[config.mk]
export PLATFORM = sky130hd
export DESIGN_NAME = eth_tx_arb_flat
export DESIGN_NICKNAME = d
export VERILOG_FILES = /design/src/rtl/eth_tx_arb_if.sv /design/src/rtl/eth_tx_arb.sv /design/src/flat_wrapper.sv
export SDC_FILE = /design/constraint.sdc
export NUM_CORES = 1
export LEC_CHECK = 0
export ABC_AREA = 1
export CAP_MARGIN = 20
export CORE_UTILIZATION = 50
export CTS_BUF_LIST = sky130_fd_sc_hd__clkbuf_4
export CTS_CLUSTER_SIZE = 30
export DETAILED_ROUTE_END_ITERATION = 12
export GPL_ROUTABILITY_DRIVEN = 0
export HOLD_SLACK_MARGIN = 0.06
export PLACE_DENSITY = 0.91
export SETUP_SLACK_MARGIN = 0.3
export SLEW_MARGIN = 20
export SYNTH_ARGS = -nofsm -noshare
export SYNTH_HDL_FRONTEND = slang
export SYNTH_SLANG_ARGS = --single-unit
[constraint.sdc]
create_clock -name i_clk -period 3 [get_ports i_clk]
set_clock_uncertainty 0.1 [all_clocks]
set_input_delay 0.75 -clock i_clk [delete_from_list [all_inputs] [get_ports i_clk]]
set_output_delay 0.75 -clock i_clk [all_outputs]
set_load 0.01 [all_outputs]
[src/rtl/eth_tx_arb_if.sv]
// Bundle of the source-side and MAC-side signals of the Ethernet TX arbiter.
//   i_src_req/valid/last/data : from the N_SRC packet sources (byte k on data[8k+7:8k])
//   o_src_ready/o_src_grant   : back to the sources (grant is one-hot owner, 0 when none)
//   o_wdata/o_wvalid/o_wlast  : registered TX byte towards the MAC, i_wready from the MAC
//   o_trunc                   : one-cycle pulse when a frame is cut at MAX_LEN
//   o_busy                    : arbiter is not idle
// modport master: the arbiter itself; modport slave: sources plus MAC.
interface eth_tx_arb_if #(
  parameter int N_SRC = 4
) ();
  logic [N_SRC-1:0]   i_src_req;
  logic [8*N_SRC-1:0] i_src_data;
  logic [N_SRC-1:0]   i_src_valid;
  logic [N_SRC-1:0]   i_src_last;
  logic [N_SRC-1:0]   o_src_ready;
  logic [N_SRC-1:0]   o_src_grant;
  logic [7:0]         o_wdata;
  logic               o_wvalid;
  logic               o_wlast;
  logic               i_wready;
  logic               o_trunc;
  logic               o_busy;

  modport master (
    input  i_src_req, i_src_data, i_src_valid, i_src_last, i_wready,
    output o_src_ready, o_src_grant, o_wdata, o_wvalid, o_wlast, o_trunc, o_busy
  );

  modport slave (
    output i_src_req, i_src_data, i_src_valid, i_src_last, i_wready,
    input  o_src_ready, o_src_grant, o_wdata, o_wvalid, o_wlast, o_trunc, o_busy
  );
endinterface

[src/rtl/eth_tx_arb.sv]
// Round-robin, frame-granular arbiter sharing the Ethernet TX byte port between
// N_SRC packet sources. Grant is held for a whole frame, an idle gap of IFG_CYC
// cycles follows every frame, and frames longer than MAX_LEN are cut (o_trunc)
// with the remainder drained from the source and discarded.
// Ports:
//   i_clk    system clock
//   i_rst_n  synchronous active-low reset
//   bus      eth_tx_arb_if.master (source handshake, grant, TX byte port, status)
module eth_tx_arb #(
  parameter int N_SRC   = 4,
  parameter int MAX_LEN = 1500,
  parameter int IFG_CYC = 12
) (
  input  logic          i_clk,
  input  logic          i_rst_n,
  eth_tx_arb_if.master  bus
);

  localparam int unsigned NS = N_SRC;
  localparam int GW = $clog2(N_SRC);
  localparam int CW = $clog2(MAX_LEN + 1);
  localparam int FW = $clog2(IFG_CYC + 1);

  typedef enum logic [2:0] {IDLE, XFER, FLUSH, DRAIN, GAP} state_t;

  state_t         state_q, state_d;
  logic [GW-1:0]  gidx_q, gidx_d;
  logic [GW-1:0]  rr_q, rr_d;
  logic [N_SRC-1:0] grant_q, grant_d;
  logic [CW-1:0]  cnt_q, cnt_d;
  logic [FW-1:0]  gap_q, gap_d;
  logic [7:0]     wdata_q, wdata_d;
  logic           wvalid_q, wvalid_d;
  logic           wlast_q, wlast_d;
  logic           trunc_q, trunc_d;

  logic           out_free;
  logic           take_en;
  logic           acc;
  logic           sel_last;
  logic [7:0]     sel_data;
  logic           at_max;
  logic           found;
  logic [GW-1:0]  pick;
  logic [GW-1:0]  kk;

  assign out_free = !wvalid_q || bus.i_wready;
  // FLUSH discards bytes, so it accepts regardless of the output register.
  assign take_en  = ((state_q == XFER) && out_free) || (state_q == FLUSH);
  assign acc      = take_en && bus.i_src_valid[gidx_q];
  assign sel_last = bus.i_src_last[gidx_q];
  assign sel_data = bus.i_src_data[{gidx_q, 3'b000} +: 8];
  assign at_max   = (cnt_q == CW'(MAX_LEN - 1));

  // First requester at or after the round-robin pointer.
  always_comb begin
    found = 1'b0;
    pick  = '0;
    kk    = '0;
    for (int unsigned i = 0; i < NS; i++) begin
      kk = GW'((32'(rr_q) + i) % NS);
      if (!found && bus.i_src_req[kk]) begin
        found = 1'b1;
        pick  = kk;
      end
    end
  end

  always_comb begin
    state_d  = state_q;
    gidx_d   = gidx_q;
    rr_d     = rr_q;
    grant_d  = grant_q;
    cnt_d    = cnt_q;
    gap_d    = gap_q;
    wdata_d  = wdata_q;
    wvalid_d = wvalid_q;
    wlast_d  = wlast_q;
    trunc_d  = 1'b0;

    if (wvalid_q && bus.i_wready) begin
      wdata_d  = '0;
      wvalid_d = 1'b0;
      wlast_d  = 1'b0;
    end

    unique case (state_q)
      IDLE: begin
        if (found) begin
          gidx_d        = pick;
          grant_d       = '0;
          grant_d[pick] = 1'b1;
          cnt_d         = '0;
          state_d       = XFER;
        end
      end
      XFER: begin
        if (acc) begin
          wdata_d  = sel_data;
          wvalid_d = 1'b1;
          wlast_d  = sel_last || at_max;
          cnt_d    = cnt_q + 1'b1;
          if (sel_last) begin
            state_d = DRAIN;
          end else if (at_max) begin
            trunc_d = 1'b1;
            state_d = FLUSH;
          end
        end
      end
      FLUSH: begin
        if (acc && sel_last) state_d = DRAIN;
      end
      DRAIN: begin
        // Leave as the final byte is consumed so the gap counts from the
        // first cycle the port is empty.
        if (out_free) begin
          gap_d   = '0;
          state_d = GAP;
        end
      end
      GAP: begin
        if (gap_q == FW'(IFG_CYC - 1)) begin
          grant_d = '0;
          rr_d    = (gidx_q == GW'(N_SRC - 1)) ? '0 : gidx_q + 1'b1;
          state_d = IDLE;
        end else begin
          gap_d = gap_q + 1'b1;
        end
      end
      default: state_d = IDLE;
    endcase
  end

  always_ff @(posedge i_clk) begin
    if (!i_rst_n) begin
      state_q  <= IDLE;
      gidx_q   <= '0;
      rr_q     <= '0;
      grant_q  <= '0;
      cnt_q    <= '0;
      gap_q    <= '0;
      wdata_q  <= '0;
      wvalid_q <= 1'b0;
      wlast_q  <= 1'b0;
      trunc_q  <= 1'b0;
    end else begin
      state_q  <= state_d;
      gidx_q   <= gidx_d;
      rr_q     <= rr_d;
      grant_q  <= grant_d;
      cnt_q    <= cnt_d;
      gap_q    <= gap_d;
      wdata_q  <= wdata_d;
      wvalid_q <= wvalid_d;
      wlast_q  <= wlast_d;
      trunc_q  <= trunc_d;
    end
  end

  assign bus.o_src_ready = take_en ? grant_q : '0;
  assign bus.o_src_grant = grant_q;
  assign bus.o_wdata     = wdata_q;
  assign bus.o_wvalid    = wvalid_q;
  assign bus.o_wlast     = wlast_q;
  assign bus.o_trunc     = trunc_q;
  assign bus.o_busy      = (state_q != IDLE);

endmodule
[src/flat_wrapper.sv]
// flat-port wrapper written by rule: the top's interface ports become plain ports
module eth_tx_arb_flat 
#(
  parameter int N_SRC   = 4,
  parameter int MAX_LEN = 1500,
  parameter int IFG_CYC = 12
)
  (i_clk, i_rst_n, bus_i_src_req, bus_i_src_data, bus_i_src_valid, bus_i_src_last, bus_i_wready, bus_o_src_ready, bus_o_src_grant, bus_o_wdata, bus_o_wvalid, bus_o_wlast, bus_o_trunc, bus_o_busy);
  eth_tx_arb_if #(.N_SRC(N_SRC)) bus_i ();
  input  logic i_clk;
  input  logic i_rst_n;
  input wire logic [$bits(bus_i.i_src_req)-1:0] bus_i_src_req;
  input wire logic [$bits(bus_i.i_src_data)-1:0] bus_i_src_data;
  input wire logic [$bits(bus_i.i_src_valid)-1:0] bus_i_src_valid;
  input wire logic [$bits(bus_i.i_src_last)-1:0] bus_i_src_last;
  input wire logic [$bits(bus_i.i_wready)-1:0] bus_i_wready;
  output wire logic [$bits(bus_i.o_src_ready)-1:0] bus_o_src_ready;
  output wire logic [$bits(bus_i.o_src_grant)-1:0] bus_o_src_grant;
  output wire logic [$bits(bus_i.o_wdata)-1:0] bus_o_wdata;
  output wire logic [$bits(bus_i.o_wvalid)-1:0] bus_o_wvalid;
  output wire logic [$bits(bus_i.o_wlast)-1:0] bus_o_wlast;
  output wire logic [$bits(bus_i.o_trunc)-1:0] bus_o_trunc;
  output wire logic [$bits(bus_i.o_busy)-1:0] bus_o_busy;
  assign bus_i.i_src_req = bus_i_src_req;
  assign bus_i.i_src_data = bus_i_src_data;
  assign bus_i.i_src_valid = bus_i_src_valid;
  assign bus_i.i_src_last = bus_i_src_last;
  assign bus_i.i_wready = bus_i_wready;
  assign bus_o_src_ready = bus_i.o_src_ready;
  assign bus_o_src_grant = bus_i.o_src_grant;
  assign bus_o_wdata = bus_i.o_wdata;
  assign bus_o_wvalid = bus_i.o_wvalid;
  assign bus_o_wlast = bus_i.o_wlast;
  assign bus_o_trunc = bus_i.o_trunc;
  assign bus_o_busy = bus_i.o_busy;
  eth_tx_arb #(.N_SRC(N_SRC), .MAX_LEN(MAX_LEN), .IFG_CYC(IFG_CYC)) u_core (.i_clk(i_clk), .i_rst_n(i_rst_n), .bus(bus_i));
endmodule
==> flow_metrics.tcl, run 1 <==
set metrics [dict create \
    vias 2694 \
    period_minus_slack_ps 2560 \
    dieArea_um2 5000 \
    synth_top_area_share_pct 31.4 \
    hold_class "reg -> reg" \
    cts_inserted_buffers 5 \
    drv_slew 0 \
    route.detailed.drc 2 \
    rr_endpoint "u_core.cnt_q[1]" \
    grt_max_degree 25 \
    ant_nets 0 \
    finalSetupViolCount 0 \
    clockBufferDepth 2 \
    drive_gt1_share_pct 9.93 \
    grt_usage_pct 26.5 \
    routedWlPerCell_um 12.2 \
    area_growth_pct 32.7 \
    fin_area_um2 3130 \
    cts_root_buf "clkbuf_4" \
    placed_cells 496 \
    relSlewSlack_pct 72.2 \
    grt_pass1_wl_um 10600 \
    row_count 24 \
    instances_no_fill 505 \
    timing.hold.ws_ps 373 \
    critPathKind "reg -> out" \
    viasPerCell 5.33 \
    nNetsFinal 502 \
    cts_tree "built" \
    violations "DRC" \
    fin_crit_sh_pct 85.3 \
    synth_seq_cells 37 \
    max_cap_viol_count 0 \
    path_clk_slew_ps 110 \
    rsz0062_at_grt "no" \
    reg2reg_from "u_core.gidx_q[1]" \
    synth_fp_nets 434 \
    syn_avg_cell_area_um2 6.15 \
    endpoint "bus_o_busy" \
    p_per_area_nw_per_um2 548 \
    grt_pass1_vias 2560 \
    coreArea_um2 4440 \
    crit_start "u_core.state_q[0]" \
    startpoint_type "flip-flop" \
    grt_overflow 0 \
    worstPathArrival_ps 1710 \
    die_h_um 70.7 \
    required_ps 2150 \
    status "complete, but fails checks" \
    routed_wl_um 6140 \
    ys_seq_area_share_pct 31.4 \
    synth_area_leaders "dfxtp_1 31%, nand2_1 15%, nor2_1 9.1%" \
    cp_max_fo 3 \
    yosysTopAreaCell "dfxtp_1" \
    dr.first_iter.drc_count 143 \
    netlist_area_um2 2360 \
    r2r_slack_ps 700 \
    io_pins 67 \
    yosysWarningCount 0 \
    reg2reg_depth 11 \
    vdd_drop_max_uv 335 \
    die_w_um 70.7 \
    cts_sinks 37 \
    diodes 0 \
    placed_area_um2 3070 \
    cts_hold_buf 0 \
    clock_latency_ps 370 \
    leakagePower_nw 1.26 \
    cp-end-kind "primary output" \
    synth_cells 384 \
    antenna_found_initial 0 \
    drt_first_pass_iters 8 \
    initial_utilization_pct 53.2 \
    ys_types 31 \
    io_buffers 66 \
    worst_slew_pin_slew_ps 416 \
    fmax_ghz 0.391 \
    total_power_mw 1.72 \
    cts_max_level 2 \
    hold_viol_final 0 \
    dp_hpwl_um 4640 \
]
[sequential cells by signal, summed over array words and instances (netlist names)]
| name | count |
|---|---|
| u_core.bus.o_src_grant | 4 |
| u_core.bus.o_trunc | 1 |
| u_core.bus.o_wdata | 8 |
| u_core.bus.o_wlast | 1 |
| u_core.bus.o_wvalid | 1 |
| u_core.cnt_q | 11 |
| u_core.gap_q | 4 |
| u_core.gidx_q | 2 |
| u_core.rr_q | 2 |
| u_core.state_q | 3 |
[metal layers]
| layer | part of all wire [%] | vias up | GRT usage (%) |
|---|---|---|---|
| met4 | 2.2 | 0 | 10.7 |
| li1 | - | 1374 | - |
| met1 | 43 | 1210 | 31.0 |
| met2 | 49 | 96 | 46.5 |
| met3 | 6.7 | 14 | 6.84 |
| met5 | 0 | - | 0 |
[cells in the mapped netlist]
cell type and number:
nand2_4 3, inv_1 36, nor3_1 6, xor2_1 5, buf_4 1, a211oi_1 1, clkbuf_1 8, clkinv_2 1
nand4_1 1, nor4_1 1, a21oi_1 33, nor2_2 4, buf_2 2, nand3_1 27, buf_6 2, nor2_1 57
xnor2_1 2, o22ai_1 8, nor2b_1 1, o21ai_0 31, o21ai_1 3, o211ai_1 1, a31oi_1 2, nand3_2 2
ha_1 3, or2_2 1, nand2_1 93, nor2_4 1, dfxtp_1 37, inv_2 5, nand2_2 6
[cells by family after synthesis]
family	synth area share [%]
buf+inv	9.69
compound gates	17.5
xor+xnor	2.60
fa+ha+maj	1.59
simple gates	37.3
flops	31.4
[what timing repair did]
| item | 4_1_cts | 5_1_grt |
|---|---|---|
| endpoints found under the setup margin | 4 | 0 |
| setup buffers | 1 | 0 |
| resized for setup | 16 | 0 |
[cell type report]
class	count	area [um^2]
Timing Repair Buffer	74	718
Fill cell	392	1310
Multi-Input combinational cell	292	1400
Clock inverter	3	17.5
Inverter	42	159
Clock buffer	5	37.5
Sequential cell	37	741
Tap cell	52	65.1
[critical path, stage by stage, from the launching register on]
cell,delay (ps)
dfxtp_1,340
nor2_1,100
inv_1,60
nor2_1,240
inv_1,110
clkdlybuf4s50_1,490
[metrics by stage]
stage	util, %	TNS, ps	worst slack, ps
CTS	70.5	0	437
global placement	69.1	-419	-110
floorplan	-	0	861
global route	70.5	0	338
detailed placement	69.1	-488	-130
finish	70.5	0	442
[placed cells by master, fill, tap and decap left out, types with 2 or more instances in the layout]
cell,instances
inv_1,35
nor2_2,4
buf_4,8
xor2_1,5
a31oi_1,2
nand3_2,2
o21ai_1,2
nor3_1,6
ha_1,3
dfxtp_1,37
xnor2_1,2
clkinv_2,3
clkbuf_4,5
a21oi_1,33
nand2_1,93
nor2_1,57
nand2_2,6
o22ai_1,8
clkdlybuf4s50_1,61
o21ai_0,31
clkdlybuf4s15_2,3
inv_2,6
nand2_4,3
nand3_1,27
[where the power goes]
part	internal, mW	switching, mW
clock	0.0882	0.175
combinational	0.339	0.497
sequential	0.558	0.0591
[worst min path at each step]
stage,startpoint,end,slack [ps],depth (start not counted)
after CTS,u_core.bus.o_wdata[4],u_core.bus.o_wdata[4],380,2
after floorplan,u_core.gap_q[1],u_core.gap_q[1],360,2
after global placement,u_core.bus.o_wdata[4],u_core.bus.o_wdata[4],350,2
after global routing,u_core.bus.o_wdata[0],u_core.bus.o_wdata[0],400,2
final,u_core.bus.o_wdata[4],u_core.bus.o_wdata[4],370,2
after detailed placement,u_core.bus.o_wdata[0],u_core.bus.o_wdata[0],360,2
Note: power is estimated with default switching activity, not from simulation.
==> inputs of run 2 (changes only) <==
--- a/config.mk
+++ b/config.mk
@@ -15,7 +15,6 @@
 export HOLD_SLACK_MARGIN = 0.06
 export PLACE_DENSITY = 0.91
 export SETUP_SLACK_MARGIN = 0.3
-export SLEW_MARGIN = 20
 export SYNTH_ARGS = -nofsm -noshare
 export SYNTH_HDL_FRONTEND = slang
 export SYNTH_SLANG_ARGS = --single-unit
==> constraint.sdc (replaced) <==
create_clock -name i_clk -period 2.4 [get_ports i_clk]
set_clock_uncertainty 0.1 [all_clocks]
set_input_delay 0.6 -clock i_clk [delete_from_list [all_inputs] [get_ports i_clk]]
set_output_delay 0.6 -clock i_clk [all_outputs]
set_load 0.01 [all_outputs]
==> run 2 against run 1 <==
The flow still finishes with violations (DRC). Clock power grew 23%. Routed wire length grew 9.2%. Flip-flop and latch count is the same. Design area grew 5.0%. Worst hold slack gained 10 ps. Global-route usage grew 0.19 points. Setup slack lost 100 ps. Combinational power grew 48%. Die area is the same. Core utilization grew 3.5 points. Critical path depth grew 1. Largest cell class unchanged. Highest routed layer unchanged.
==> flow_metrics.tcl, run 2 (synthesis gave the netlist of run 1 again) <==
set metrics [dict create \
    row_count 24 \
    fin_ws_ps 340 \
    grt_pass1_vias 2709 \
    placed_cells 502 \
    vias 2810 \
    wirelength_met1_um 2690 \
    vdd_drop_max_uv 461 \
    clock_latency_ps 350 \
    clockBufferDepth 2 \
    worst_slew_pin_slew_ps 550 \
    area_growth_pct 39.4 \
    critical-path-top-delay-family "flip-flops" \
    wl_met3_um 474 \
    drive_gt1_share_pct 16.2 \
    dieArea_um2 5000 \
    routedWlPerCell_um 13.0 \
    place_ws_ps -454 \
    nNetsFinal 512 \
    max_flop_register "u_core.cnt_q" \
    cts_root_buf "clkbuf_4" \
    fin_crit_sh_pct 85.8 \
    relSlewSlack_pct 63.3 \
    coreArea_um2 4440 \
    rsz0062_at_grt "yes" \
    grt_usage_pct 26.7 \
    startpoint_type "flip-flop" \
    cts_max_level 2 \
    p_per_area_nw_per_um2 713 \
    cp_cell_sequence "inv_6 > nand3_4 > o21ai_4 > inv_2 > nor2_2 > buf_2" \
    initial_utilization_pct 53.2 \
    ant_nets 0 \
    grt_pass1_wl_um 10800 \
    path_clk_slew_ps 110 \
    cts_sinks 37 \
    max_stage_delay_ps 380 \
    layout_commonest_cell "nand2_1" \
    cp_max_fo 4 \
    die_h_um 70.7 \
    dp_hpwl_um 4850 \
    diodes 0 \
    fmax_ghz 0.485 \
    viasPerCell 5.46 \
    dr_wl_met2_um 3290 \
    top_layer_used "met4" \
    violations "DRC" \
    critPathBufInv 3 \
    io_buffers 66 \
    grt_max_degree 20 \
    drv_slew 0 \
    routed_wl_um 6710 \
    die_w_um 70.7 \
    drt_first_pass_iters 9 \
    leakagePower_nw 1.35 \
    multiInputGateArea_um2 1470 \
    worstPathArrival_ps 1360 \
    hold_class "reg -> reg" \
    instances_no_fill 515 \
    period_minus_slack_ps 2060 \
    cts_inserted_buffers 5 \
    crit_slowest_cell "dfxtp_4" \
    final_cell_mix "91 x nand2_1, 58 x clkdlybuf4s50_1, 54 x nor2_1" \
    regArea_um2 754 \
    num-fill-cells 344 \
    max_cap_viol_count 0 \
    largest_reg_flops 11 \
    required_ps 1700 \
    status "complete, but fails checks" \
    route.detailed.drc 2 \
    tns_ps 0 \
    dr.first_iter.drc_count 151 \
    finalSetupViolCount 0 \
    antenna_found_initial 0 \
    io_pins 67 \
    hold_viol_final 0 \
    cts_tree "built" \
    cts_hold_buf 0 \
    cp-end-kind "primary output" \
    grt_overflow 0 \
    critPathKind "reg -> out" \
]
==> run 2: metrics by stage <==
step | power, mW | hold WS (ps) | instance area (um^2) | util (%)
detailed placement | 1.88 | 361 | 3120 | 70.1
global placement | 1.84 | 350 | 3120 | 70.1
floorplan | 1.44 | 356 | 2360 | -
CTS | 2.23 | 386 | 3200 | 72.0
global route | 2.50 | 401 | 3290 | 74.1
finish | 2.35 | 383 | 3290 | 74.1
==> run 2: area by class of cell <==
cell class | instances | area share (%)
Clock buffer | 5 | 1.14
Clock inverter | 3 | 0.532
Inverter | 42 | 5.13
Multi-Input combinational cell | 292 | 44.7
Sequential cell | 37 | 22.9
Tap cell | 52 | 1.98
Timing Repair Buffer | 84 | 23.6
==> run 2: timing repair <==
action | 4_1_cts | 5_1_grt
setup endpoints to repair | 5 | 23
gates resized for setup | 29 | 30
setup buffers | 3 | 2
pin swaps | 2 | 8
==> run 2: report_power, final <==
part / internal, mW / switching [mW] / total [mW]
logic: 0.531 / 0.712 / 1.24
registers: 0.706 / 0.0752 / 0.782
clock network: 0.111 / 0.212 / 0.323
total: 1.35 / 1.00 / 2.35
==> run 2: layer usage <==
layer | up-vias | GRT usage, %
li1 | 1398 | -
met1 | 1269 | 28.0
met2 | 116 | 49.3
met3 | 27 | 7.41
met4 | 0 | 12.9
met5 | - | 0
==> run 2: path summary, 6_finish.rpt <==
kind	slack, ps	startpoint	cells past startpoint	to
max	340	u_core.state_q[2]	6	bus_o_src_ready[1]
min	380	u_core.bus.o_wdata[4]	2	u_core.bus.o_wdata[4]
max reg2reg	500	u_core.rr_q[0]	13	u_core.bus.o_src_grant[1]
min reg2reg	380	u_core.bus.o_wdata[4]	2	u_core.bus.o_wdata[4]
==> run 2: worst reg2reg max path, stage by stage (launching register included) <==
cell and delay, ps:
dfxtp_2 470, inv_2 130, nand2_1 90, nand2_2 70
nand2_1 90, nand2_2 60, nor2_4 130, buf_4 130
nand3_1 70, nand2_1 90, nand2_2 80, nor2_4 120
nand2_1 70, a21oi_1 140
==> inputs of run 3 (changes only) <==
--- a/config.mk
+++ b/config.mk
@@ -9,7 +9,7 @@
 export CAP_MARGIN = 20
 export CORE_UTILIZATION = 50
 export CTS_BUF_LIST = sky130_fd_sc_hd__clkbuf_4
-export CTS_CLUSTER_SIZE = 30
+export CTS_CLUSTER_SIZE = 14
 export DETAILED_ROUTE_END_ITERATION = 12
 export GPL_ROUTABILITY_DRIVEN = 0
 export HOLD_SLACK_MARGIN = 0.06
==> results of run 3 <==
Final layout, timing and power as in run 2 (identical DEF).
